[config.mk]
export PLATFORM = sky130hd
export DESIGN_NAME = alu_pipe
export DESIGN_NICKNAME = d
export VERILOG_FILES = /design/src/rtl/alu_pipe.sv
export SDC_FILE = /design/constraint.sdc
export NUM_CORES = 1
export LEC_CHECK = 0
export CORE_MARGIN = 1
export CORE_UTILIZATION = 50
export CTS_CLUSTER_SIZE = 14
export DETAILED_ROUTE_END_ITERATION = 10
export HOLD_SLACK_MARGIN = 0.1
export PLACE_DENSITY_LB_ADDON = 0.05
export SYNTH_ARGS = -nofsm -noshare
export SYNTH_HDL_FRONTEND = slang
export SYNTH_SLANG_ARGS = --single-unit
[constraint.sdc]
create_clock -name i_Clk -period 1.6 [get_ports i_Clk]
set_input_delay 0.16 -clock i_Clk [delete_from_list [all_inputs] [get_ports i_Clk]]
set_output_delay 0.16 -clock i_Clk [all_outputs]
set_load 0.005 [all_outputs]
[src/rtl/alu_pipe.sv]
// alu_pipe: registered, parametrised successor to the Hack combinational ALU.
// Requests and results use valid/ready handshakes. The result and its flags
// are held in registers until they are consumed downstream.
// Define ALU_MUL_EN to build in the iterative shift-add multiply (i_Mul port,
// MUL state, bit counter). Without it every operation is a 1-cycle Hack op.
module alu_pipe #(
    parameter int WIDTH = 16
) (
    input  logic             i_Clk,
    input  logic             i_RstN,
    input  logic             i_Valid,
    output logic             o_Ready,
    input  logic [WIDTH-1:0] i_X,
    input  logic [WIDTH-1:0] i_Y,
    input  logic             i_ZX,
    input  logic             i_NX,
    input  logic             i_ZY,
    input  logic             i_NY,
    input  logic             i_F,
    input  logic             i_NO,
`ifdef ALU_MUL_EN
    input  logic             i_Mul,
`endif
    output logic             o_Valid,
    input  logic             i_Ready,
    output logic [WIDTH-1:0] o_ALU,
    output logic             o_ZR,
    output logic             o_NG,
    output logic             o_Busy
);

    localparam logic [1:0] ST_IDLE = 2'd0;
    localparam logic [1:0] ST_DONE = 2'd1;
`ifdef ALU_MUL_EN
    localparam logic [1:0] ST_MUL  = 2'd2;
    localparam int         CNT_W   = $clog2(WIDTH);
`endif

    logic [1:0]       state;
    logic             accept;
    logic [WIDTH-1:0] x_pre;
    logic [WIDTH-1:0] y_pre;
    logic [WIDTH-1:0] hack_res;

    // Operand preprocessing and the Hack function on the live request inputs.
    // NOTE: every variable gets a full default before any conditional update,
    // so no path leaves it unassigned and no latch is inferred.
    always_comb begin
        x_pre = i_ZX ? '0 : i_X;
        if (i_NX) x_pre = ~x_pre;
        y_pre = i_ZY ? '0 : i_Y;
        if (i_NY) y_pre = ~y_pre;
        hack_res = i_F ? (x_pre + y_pre) : (x_pre & y_pre);
        if (i_NO) hack_res = ~hack_res;
    end

    // Handshake: a held result blocks new work until downstream takes it.
    assign o_Valid = (state == ST_DONE);
    assign o_Ready = (state == ST_IDLE) || ((state == ST_DONE) && i_Ready);
    assign accept  = i_Valid && o_Ready;

    // Flags always follow the registered result.
    assign o_ZR = (o_ALU == '0);
    assign o_NG = o_ALU[WIDTH-1];

`ifdef ALU_MUL_EN
    logic [CNT_W-1:0] cnt;
    logic [WIDTH-1:0] mcand;
    logic [WIDTH-1:0] mplier;
    logic [WIDTH-1:0] acc;
    logic [WIDTH-1:0] mul_res;
    logic             mul_no;

    assign o_Busy = (state == ST_MUL);

    // Final product: fold in the last multiplier bit, then apply NO.
    always_comb begin
        mul_res = acc + (mplier[0] ? mcand : '0);
        if (mul_no) mul_res = ~mul_res;
    end

    // Shift-add datapath: one multiplier bit per cycle, LSB first.
    // NOTE: these operand registers carry no reset; they are always loaded on
    // the accept edge before MUL reads them, and an aborted multiply is simply
    // never read again.
    always_ff @(posedge i_Clk) begin
        if (accept && i_Mul) begin
            mcand  <= x_pre;
            mplier <= y_pre;
            acc    <= '0;
            mul_no <= i_NO;
        end else if (state == ST_MUL) begin
            acc    <= acc + (mplier[0] ? mcand : '0);
            mcand  <= mcand << 1;
            mplier <= mplier >> 1;
        end
    end
`else
    assign o_Busy = 1'b0;
`endif

    // Control FSM and result register; reset abandons any operation in flight.
    // NOTE: sequential state uses non-blocking assignments so every register
    // samples the pre-edge values, independent of statement order.
    always_ff @(posedge i_Clk or negedge i_RstN) begin
        if (!i_RstN) begin
            state <= ST_IDLE;
            o_ALU <= '0;
`ifdef ALU_MUL_EN
            cnt   <= '0;
`endif
        end else begin
            case (state)
`ifdef ALU_MUL_EN
                ST_MUL: begin
                    cnt <= cnt + 1'b1;
                    if (cnt == CNT_W'(WIDTH - 1)) begin
                        o_ALU <= mul_res;
                        state <= ST_DONE;
                    end
                end
`endif
                default: begin
                    if (accept) begin
`ifdef ALU_MUL_EN
                        if (i_Mul) begin
                            state <= ST_MUL;
                            cnt   <= '0;
                        end else
`endif
                        begin
                            state <= ST_DONE;
                            o_ALU <= hack_res;
                        end
                    end else if (o_Valid && i_Ready) begin
                        state <= ST_IDLE;
                    end
                end
            endcase
        end
    end

endmodule

==> results of run 1 <==
logic make-up after synthesis:
| family | Yosys count | share of synthesized area |
|---|---|---|
| buffers and inverters | 27 | 0.0484 |
| adders and majority gates | 17 | 0.0916 |
| other | 1 | 0.00156 |
| muxes | 8 | 0.0338 |
| AOI/OAI and AO/OA | 68 | 0.201 |
| xor gates and xnor gates | 53 | 0.193 |
| DFF | 17 | 0.177 |
| and+or+nand+nor | 105 | 0.254 |
through the flow:
step           hold slack (ns)  TNS [ns]  setup slack, ns  cells  utilization
2_1_floorplan           -0.136     -6.49           -0.682    296            -
3_3_place_gp             0.484    -15.62            -1.24    464        0.820
3_5_place_dp             0.505    -16.49            -1.29    464        0.820
4_1_cts                  0.245     -5.93           -0.592    489        0.931
what timing repair did:
action | CTS
cloned | 1
setup buffers | 21
hold buffers | 0
endpoints found under the hold margin | 0
resized for setup | 108
pin swaps | 65
endpoints found under the setup margin | 16
==> run_results.csv, run 1 <==
group,metric,value,unit
logic_synthesis,synth-async-reset-ratio,1.00,
logic_synthesis,synthMostInstantiatedCell,"xnor2_1",
clocking,clock_root_buffer,"clkbuf_8",
logic_synthesis,synthTopCellsByArea,"dfrtp_1, xnor2_1, nand2b_1",
logic_synthesis,synth_area_per_cell,8.12,µm²
global_routing,maximum_number_of_pins_on_one_net_before_global_route_repair,25,
logic_synthesis,syn_nets,355,
status,outcome,"stopped before the end",
placement,post_dp_cell_area,3670,µm²
floorplan,rows,24,
logic_synthesis,synth_edf_count,0,
logic_synthesis,ys_ff_latch,17,
logic_synthesis,yosysTopAreaCellShare,0.177,
clocking,tritoncts.num_buffers,3,
logic_synthesis,netlist.top_cell.by_area,"dfrtp_1",
timing,worst_endpoint_kind,"sequential cell input",
floorplan,die_height,71.3,µm
status,failing_step,"5_1_grt",
logic_synthesis,commonest_cells_in_the_netlist,"xnor2_1, nand2b_1, nand2_1, a21oi_1",
placement,place.port_buffers,61,
placement,globalplace.congestion,0.902,
logic_synthesis,ys_dominant_reg_cell,"dfrtp_1",
timing,globalroute.repair_timing.worst_endpoint,"o_ALU[14]$_DFFE_PN0P_/D",
clocking,number_of_h_tree_levels,1,
floorplan,ioPinCount,63,
placement,detailedPlacementHpwl,5110,µm
logic_synthesis,netlist_area_before_placement,2400,µm²
clocking,clock_tree.buffer_depth,2,
floorplan,dieWidth,71.3,µm
logic_synthesis,yosysSeqAreaShare,0.177,
logic_synthesis,yosys_warnings,0,
floorplan,initial_utilization,0.537,
logic_synthesis,post_synth_inst_count,296,
status,run.stop_error,"[ERROR DPL-0038] Utilization greater than 100%, impossible to legalize",
clocking,number_of_sinks_handled_by_clock_tree_synthesis,17,
logic_synthesis,yosys.cell_types.count,56,
==> inputs of run 2 (changes only) <==
==> config.mk (replaced) <==
export PLATFORM = sky130hd
export DESIGN_NAME = alu_pipe
export DESIGN_NICKNAME = d
export VERILOG_FILES = /design/src/rtl/alu_pipe.sv
export SDC_FILE = /design/constraint.sdc
export NUM_CORES = 1
export LEC_CHECK = 0
export CORE_MARGIN = 1
export CORE_UTILIZATION = 40
export DETAILED_ROUTE_END_ITERATION = 10
export PLACE_DENSITY_LB_ADDON = 0.15
export SYNTH_ARGS = -nofsm -noshare
export SYNTH_HDL_FRONTEND = slang
export SYNTH_SLANG_ARGS = --single-unit
==> run 2 against run 1 <==
The flow now finishes, with violations (negative setup slack). Synthesized area is the same. Synthesized cell count stayed put.
==> run_results.csv, run 2 <==
group,metric,value,unit
global_routing,grtUsageMet2,0.420,
logic_synthesis,yosys_warnings,0,
logic_synthesis,yosys.cell_types.count,56,
worst_setup_path,critical_path.max_stage_delay,0.41,ns
detailed_routing,wl_per_cell,17.7,µm
detailed_routing,drcViolationCount,0,
power,clock_power_share,0.084,
power,power.net_switching,1.41,mW
finish,regMostFlops,"o_ALU",
timing,finalCriticalPeriod,2.37,ns
timing,totalNegativeSetupSlack,-7.72,ns
logic_synthesis,synth-async-reset-ratio,1.00,
global_routing,use_met1,0.294,
floorplan,initial_utilization,0.426,
clocking,clk_pin_slew,0.06,ns
clocking,cts.hold.buffers_added,0,
detailed_routing,post_drt_via_cell_ratio,5.40,
worst_setup_path,worst_setup_path_start_kind,"input port",
clocking,number_of_sinks_handled_by_clock_tree_synthesis,17,
worst_setup_path,critical_path.top_delay_family,"compound AO/OA/AOI/OAI gates",
worst_hold_path,hold_class,"in2async",
logic_synthesis,synth_area_per_cell,8.12,µm²
worst_setup_path,cp_slowest_cell,"a2111oi_4",
logic_synthesis,syn_nets,355,
timing,timing_max_transition_violations_final,0,
logic_synthesis,netlist.top_cell.by_area,"dfrtp_1",
floorplan,core-area,5640,µm²
clocking,clock_tree.buffer_depth,2,
finish,finish.instance_area,4630,µm²
logic_synthesis,post_synth_inst_count,296,
logic_synthesis,synthMostInstantiatedCell,"xnor2_1",
finish,layout-drive-gt1-share,0.449,
global_routing,globalRoute.busiestLayer,"met2",
logic_synthesis,yosysSeqAreaShare,0.177,
clocking,number_of_h_tree_levels,1,
finish,final-instance-count-excl-fill,517,
worst_setup_path,crit_chain,"buf_6 -> buf_6 -> buf_6 -> nand2b_1 -> xnor2_1 -> ha_1 -> a21oi_2 -> o21ai_2 -> a21boi_4 -> a2111oi_4 -> buf_4 -> o31a_1 -> o31ai_2",
logic_synthesis,ys_dominant_reg_cell,"dfrtp_1",
status,outcome,"finished with violations",
timing,post-route-period-util,1.48,
finish,area_growth_syn_to_fin,92.7,%
logic_synthesis,yosysTopAreaCellShare,0.177,
clocking,tritoncts,"done",
finish,number_of_flip_flops_in_the_largest_register,16,
power,total_internal_power,2.26,mW
logic_synthesis,ys_ff_latch,17,
finish,largest_registers,"o_ALU x16, state x1",
power,leakage_power_figure,2.08,nW
power,power.share.combinational,0.743,
detailed_routing,drt_first_iter_violations,167,
global_routing,maximum_number_of_pins_on_one_net_before_global_route_repair,18,
worst_setup_path,timing_worst_setup_path_type,"in2reg",
power,power_density,791,nW/µm²
global_routing,gr-usage-all-layers,0.228,
worst_setup_path,cp.required,1.73,ns
floorplan,die_height,79.5,µm
floorplan,rows,27,
timing,timing.fmax,423,MHz
timing,report.final.hold_viol_count,0,
timing,grt_setup_unrepaired,"true",
placement,post_dp_cell_area,3700,µm²
worst_setup_path,crit_buf_inv,4,
logic_synthesis,synthTopCellsByArea,"dfrtp_1, xnor2_1, nand2b_1",
power,power_frac_seq,0.172,
worst_setup_path,cp.arrival,2.49,ns
job,max_cap_violations,0,
detailed_routing,wirelength,9150,µm
placement,place_inst,487,
global_routing,gr-usage-met3,0.0114,
logic_synthesis,netlist_area_before_placement,2400,µm²
worst_setup_path,worst_path_most_repeated_cell,"buf_6",
detailed_routing,number_of_search_and_repair_iterations_in_the_first_detailed_routing_pass,4,
clocking,clock_root_buffer,"clkbuf_8",
worst_setup_path,path_max_fanout,6,
status,violations_in_the_final_reports,"negative setup slack",
global_routing,overflow,0,
finish,antenna_cells_inserted,0,
logic_synthesis,synth_edf_count,0,
floorplan,fp.dieArea,6320,µm²
detailed_routing,vias,2791,
timing,worst_slack,-0.765,ns
power,netSwitchingFraction,0.385,
finish,final_nets,505,
timing,setup-violations-final,14,
placement,place.port_buffers,61,
power,vdd_ir_drop_max,540,µV
floorplan,ioPinCount,63,
global_routing,grt_pass1_vias,2484,
global_routing,initial_antenna_violation_count,0,
timing,fin_skew,0.00183,ns
floorplan,dieWidth,79.5,µm
placement,detailedPlacementHpwl,4950,µm
logic_synthesis,commonest_cells_in_the_netlist,"xnor2_1, nand2b_1, nand2_1, a21oi_1",
detailed_routing,postRouteAntennaNets,0,
worst_setup_path,cp-end-kind,"register",
finish,mostFrequentLayoutCell,"buf_4",
power,total_power,3.67,mW
placement,globalplace.congestion,0.845,
clocking,clk-insertion-delay-late,0.25,ns
clocking,tritoncts.num_buffers,3,
global_routing,grt_pass1_wl,11600,µm
finish,most-common-layout-cells,"buf_4, clkdlybuf4s50_1, xnor2_1",
timing,fin_hold_ws,0.241,ns
==> run 2: cell counts after synthesis <==
No cell type changed its count.
==> run 2: worst register-to-register path: cells and delay by family, from the launching register on <==
kind / cells / cell delay, ns
compound gates: 1 / 0.16
flops: 1 / 0.37
simple gates: 4 / 0.74
==> run 2: per-stage QoR <==
step | utilization | setup WS (ns)
global route | 0.821 | -0.833
floorplan | - | -0.682
detailed placement | 0.656 | -1.26
global placement | 0.656 | -1.21
CTS | 0.746 | -0.664
finish | 0.821 | -0.765
==> run 2: path summary, 6_finish.rpt <==
check	endpoint	slack, ns	start	depth (start not counted)
setup / recovery	o_ALU[15]$_DFFE_PN0P_	-0.77	i_ZY	13
hold / removal	o_ALU[1]$_DFFE_PN0P_	0.24	i_RstN	2
setup reg to reg	o_ALU[11]$_DFFE_PN0P_	0.25	state[0]$_DFFE_PN0P_	5
hold reg to reg	o_ALU[9]$_DFFE_PN0P_	0.55	o_ALU[9]$_DFFE_PN0P_	2
max in group asynchronous	o_ALU[15]$_DFFE_PN0P_	1.17	i_RstN	2
min in group i_Clk	o_ALU[9]$_DFFE_PN0P_	0.55	o_ALU[9]$_DFFE_PN0P_	2
==> run 2: final cells by class <==
cell class / instances / area [µm²]
clock buffer: 4 / 45.0
fill: 328 / 1010
inverter: 5 / 18.8
multi-input combinational: 252 / 2490
sequential: 17 / 425
tap: 72 / 90.1
timing repair buffer: 167 / 1570
==> run 2: logic make-up (layout without fill, tap and decap cells) <==
family,Yosys count,count (layout),synth area share
adder cells (fa/ha/maj),17,17,0.0916
flip-flops,17,17,0.177
AND/OR/NAND/NOR,105,105,0.254
buffers and inverters,27,176,0.0484
XOR/XNOR,53,53,0.193
other,1,1,0.00156
AO/OA/AOI/OAI,68,68,0.201
multiplexers,8,8,0.0338
==> run 2: power by group through the flow <==
stage / sequential, mW / clock [mW] / combinational, mW
finish: 0.632 / 0.309 / 2.72
global route: 0.650 / 0.334 / 2.89
CTS: 0.627 / 0.316 / 2.28
detailed placement: 0.632 / 0 / 1.97
global placement: 0.623 / 0 / 1.94
floorplan: 0.640 / 0 / 1.02
==> run 2: repair_timing <==
item	4_1_cts	5_1_grt
gates resized for setup	103	67
pin swaps	68	74
gates cloned	2	0
setup buffers	20	12
endpoints found under the setup margin	16	16
==> run 2: layer usage <==
layer | vias up | wire length (µm)
li1 | 1343 | -
met5 | - | 0
met3 | 32 | 457
met2 | 126 | 4730
met4 | 0 | 430
met1 | 1290 | 3530
Note: power is estimated with default switching activity, not from simulation.
==> inputs of run 3 (changes only) <==
==> constraint.sdc (replaced) <==
create_clock -name i_Clk -period 2.7 [get_ports i_Clk]
set_input_delay 0.27 -clock i_Clk [delete_from_list [all_inputs] [get_ports i_Clk]]
set_output_delay 0.27 -clock i_Clk [all_outputs]
set_load 0.005 [all_outputs]
==> run 3 against run 2 <==
The run now ends clean. Routed wire length decreased by 39%. Core utilization decreased by 20 points. Sequential share of layout area increased by 2.9 points. Clock skew increased by 0.0015 ns. Final cell count decreased by 9.7%. Sequential power decreased by 40%. Critical path depth decreased by 2.
==> run_results.csv, run 3 (synthesis results as in run 2) <==
group,metric,value,unit
clocking,number_of_sinks_handled_by_clock_tree_synthesis,17,
floorplan,core-area,5640,µm²
finish,final_nets,455,
floorplan,initial_utilization,0.426,
worst_setup_path,cp-end-kind,"register",
clocking,clock_root_buffer,"clkbuf_8",
placement,detailedPlace.worstSlack,-0.309,ns
floorplan,rows,27,
timing,slew_headroom,0.505,
detailed_routing,wl_per_cell,11.9,µm
placement,place.port_buffers,61,
clocking,clk-insertion-delay-late,0.25,ns
timing,finalCriticalPeriod,2.54,ns
clocking,tritoncts,"done",
timing,grt_setup_unrepaired,"false",
global_routing,grtUsageMet2,0.311,
timing,post-route-period-util,0.941,
timing,setup-violations-final,0,
timing,fin_skew,0.00337,ns
global_routing,gr-usage-all-layers,0.189,
finish,mostFrequentLayoutCell,"clkdlybuf4s50_1",
worst_setup_path,path_max_fanout,5,
worst_setup_path,worst_setup_path_start_kind,"input port",
timing,timing.fmax,394,MHz
global_routing,overflow,0,
floorplan,fp.dieArea,6320,µm²
clocking,tritoncts.num_buffers,3,
worst_setup_path,cp.arrival,2.65,ns
finish,layout.core_utilization,0.625,
timing,max_slew.worst_pin.slew,0.741,ns
clocking,clock_tree.buffer_depth,2,
detailed_routing,postRouteAntennaNets,0,
global_routing,globalRoute.busiestLayer,"met2",
clocking,number_of_h_tree_levels,1,
finish,antenna_cells_inserted,0,
detailed_routing,number_of_search_and_repair_iterations_in_the_first_detailed_routing_pass,4,
finish,regMostFlops,"o_ALU",
clocking,clk_pin_slew,0.06,ns
detailed_routing,post_drt_via_cell_ratio,4.96,
floorplan,ioPinCount,63,
timing,worst_slack,0.159,ns
detailed_routing,drcViolationCount,0,
finish,number_of_flip_flops_in_the_largest_register,16,
finish,largest_registers,"o_ALU x16, state x1",
detailed_routing,wirelength,5550,µm
detailed_routing,drt_first_iter_violations,144,
global_routing,maximum_number_of_pins_on_one_net_before_global_route_repair,32,
finish,area_growth_syn_to_fin,46.7,%
finish,final-instance-count-excl-fill,467,
finish,most-common-layout-cells,"clkdlybuf4s50_1, buf_4, xnor2_1",
power,vdd_ir_drop_max,273,µV
clocking,cts.hold.buffers_added,0,
placement,globalplace.congestion,0.848,
floorplan,dieWidth,79.5,µm
global_routing,grt_pass1_wl,9760,µm
job,max_cap_violations,0,
placement,place_inst,462,
floorplan,die_height,79.5,µm
detailed_routing,vias,2315,
worst_setup_path,timing_worst_setup_path_type,"in2reg",
placement,detailedPlacementHpwl,4800,µm
status,outcome,"finished clean",
timing,report.final.hold_viol_count,0,
global_routing,initial_antenna_violation_count,0,
worst_hold_path,hold_class,"in2async",
worst_setup_path,cp.required,2.81,ns
finish,layout-drive-gt1-share,0.187,
global_routing,grt_pass1_vias,2129,
power,leakage_power_figure,1.47,nW
global_routing,use_met1,0.269,
timing,timing_max_transition_violations_final,0,
power,power_density,463,nW/µm²
global_routing,gr-usage-met3,0.00686,
timing,fin_hold_ws,0.464,ns
-- run 3: cell count changes in the layout (fill, tap and decap cells not counted), moves of 7 or more --
cell             delta
buf_4              -24
buf_6              -21
xnor2_1            +18
nand2b_4           -14
ha_1                +8
xnor2_2            -12
o21ai_0             +7
ha_4                -7
a21oi_2             -7
dlygate4sd2_1      -10
a21oi_1            +10
nand2b_1           +14
clkdlybuf4s50_1    +22
-- run 3: report_power, final --
group / switching, mW / internal [mW]
clock network: 0.0767 / 0.104
logic: 0.466 / 0.606
registers: 0.0559 / 0.322
-- run 3: routing by layer --
| layer | up-vias | part of all wire |
|---|---|---|
| li1 | 1237 | - |
| met1 | 1019 | 0.50 |
| met2 | 55 | 0.46 |
| met3 | 4 | 0.034 |
| met4 | 0 | 0.0068 |
| met5 | - | 0 |
-- run 3: worst max-delay path, cell delays in order --
cell,delay (ns)
clkdlybuf4s50_1,0.45
nand2b_1,0.06
xnor2_1,0.13
ha_2,0.19
fa_2,0.35
a21o_1,0.20
a221oi_4,0.33
o21a_1,0.22
mux2i_1,0.22
xnor2_1,0.14
o21ai_1,0.08
-- run 3: area by class of cell --
type / instances / area, µm²
clock buffers: 4 / 45.0
fillers: 521 / 2120
inverters: 5 / 18.8
multi-input cells: 252 / 1890
flip-flops and latches: 17 / 425
well taps: 72 / 90.1
repair buffers: 117 / 1050
-- run 3: final timing paths --
| check | start | to | slack, ns | cells after the start |
|---|---|---|---|---|
| setup reg to reg | state[0]$_DFFE_PN0P_ | o_ALU[11]$_DFFE_PN0P_ | 1.06 | 5 |
| setup / recovery | i_X[0] | o_ALU[12]$_DFFE_PN0P_ | 0.16 | 11 |
| max in group asynchronous | i_RstN | o_ALU[7]$_DFFE_PN0P_ | 1.77 | 1 |
| hold / removal | i_RstN | o_ALU[8]$_DFFE_PN0P_ | 0.46 | 1 |
| hold reg to reg | o_ALU[1]$_DFFE_PN0P_ | o_ALU[1]$_DFFE_PN0P_ | 0.50 | 2 |
| min in group i_Clk | o_ALU[1]$_DFFE_PN0P_ | o_ALU[1]$_DFFE_PN0P_ | 0.50 | 2 |
-- run 3: repair_timing --
action	CTS	global route
setup endpoints to repair	5	6
pin swaps	3	6
buffers inserted	0	1
endpoints found under the hold margin	0	0
gates resized for setup	6	9
-- run 3: stage by stage --
step | TNS, ns | power [mW] | cell area [µm²]
after detailed placement | -2.53 | 1.44 | 3440
final | 0 | 1.63 | 3530
after global placement | -1.99 | 1.42 | 3440
after CTS | 0 | 1.63 | 3490
after global routing | 0 | 1.79 | 3530
after floorplan | 0 | 0.967 | 2410
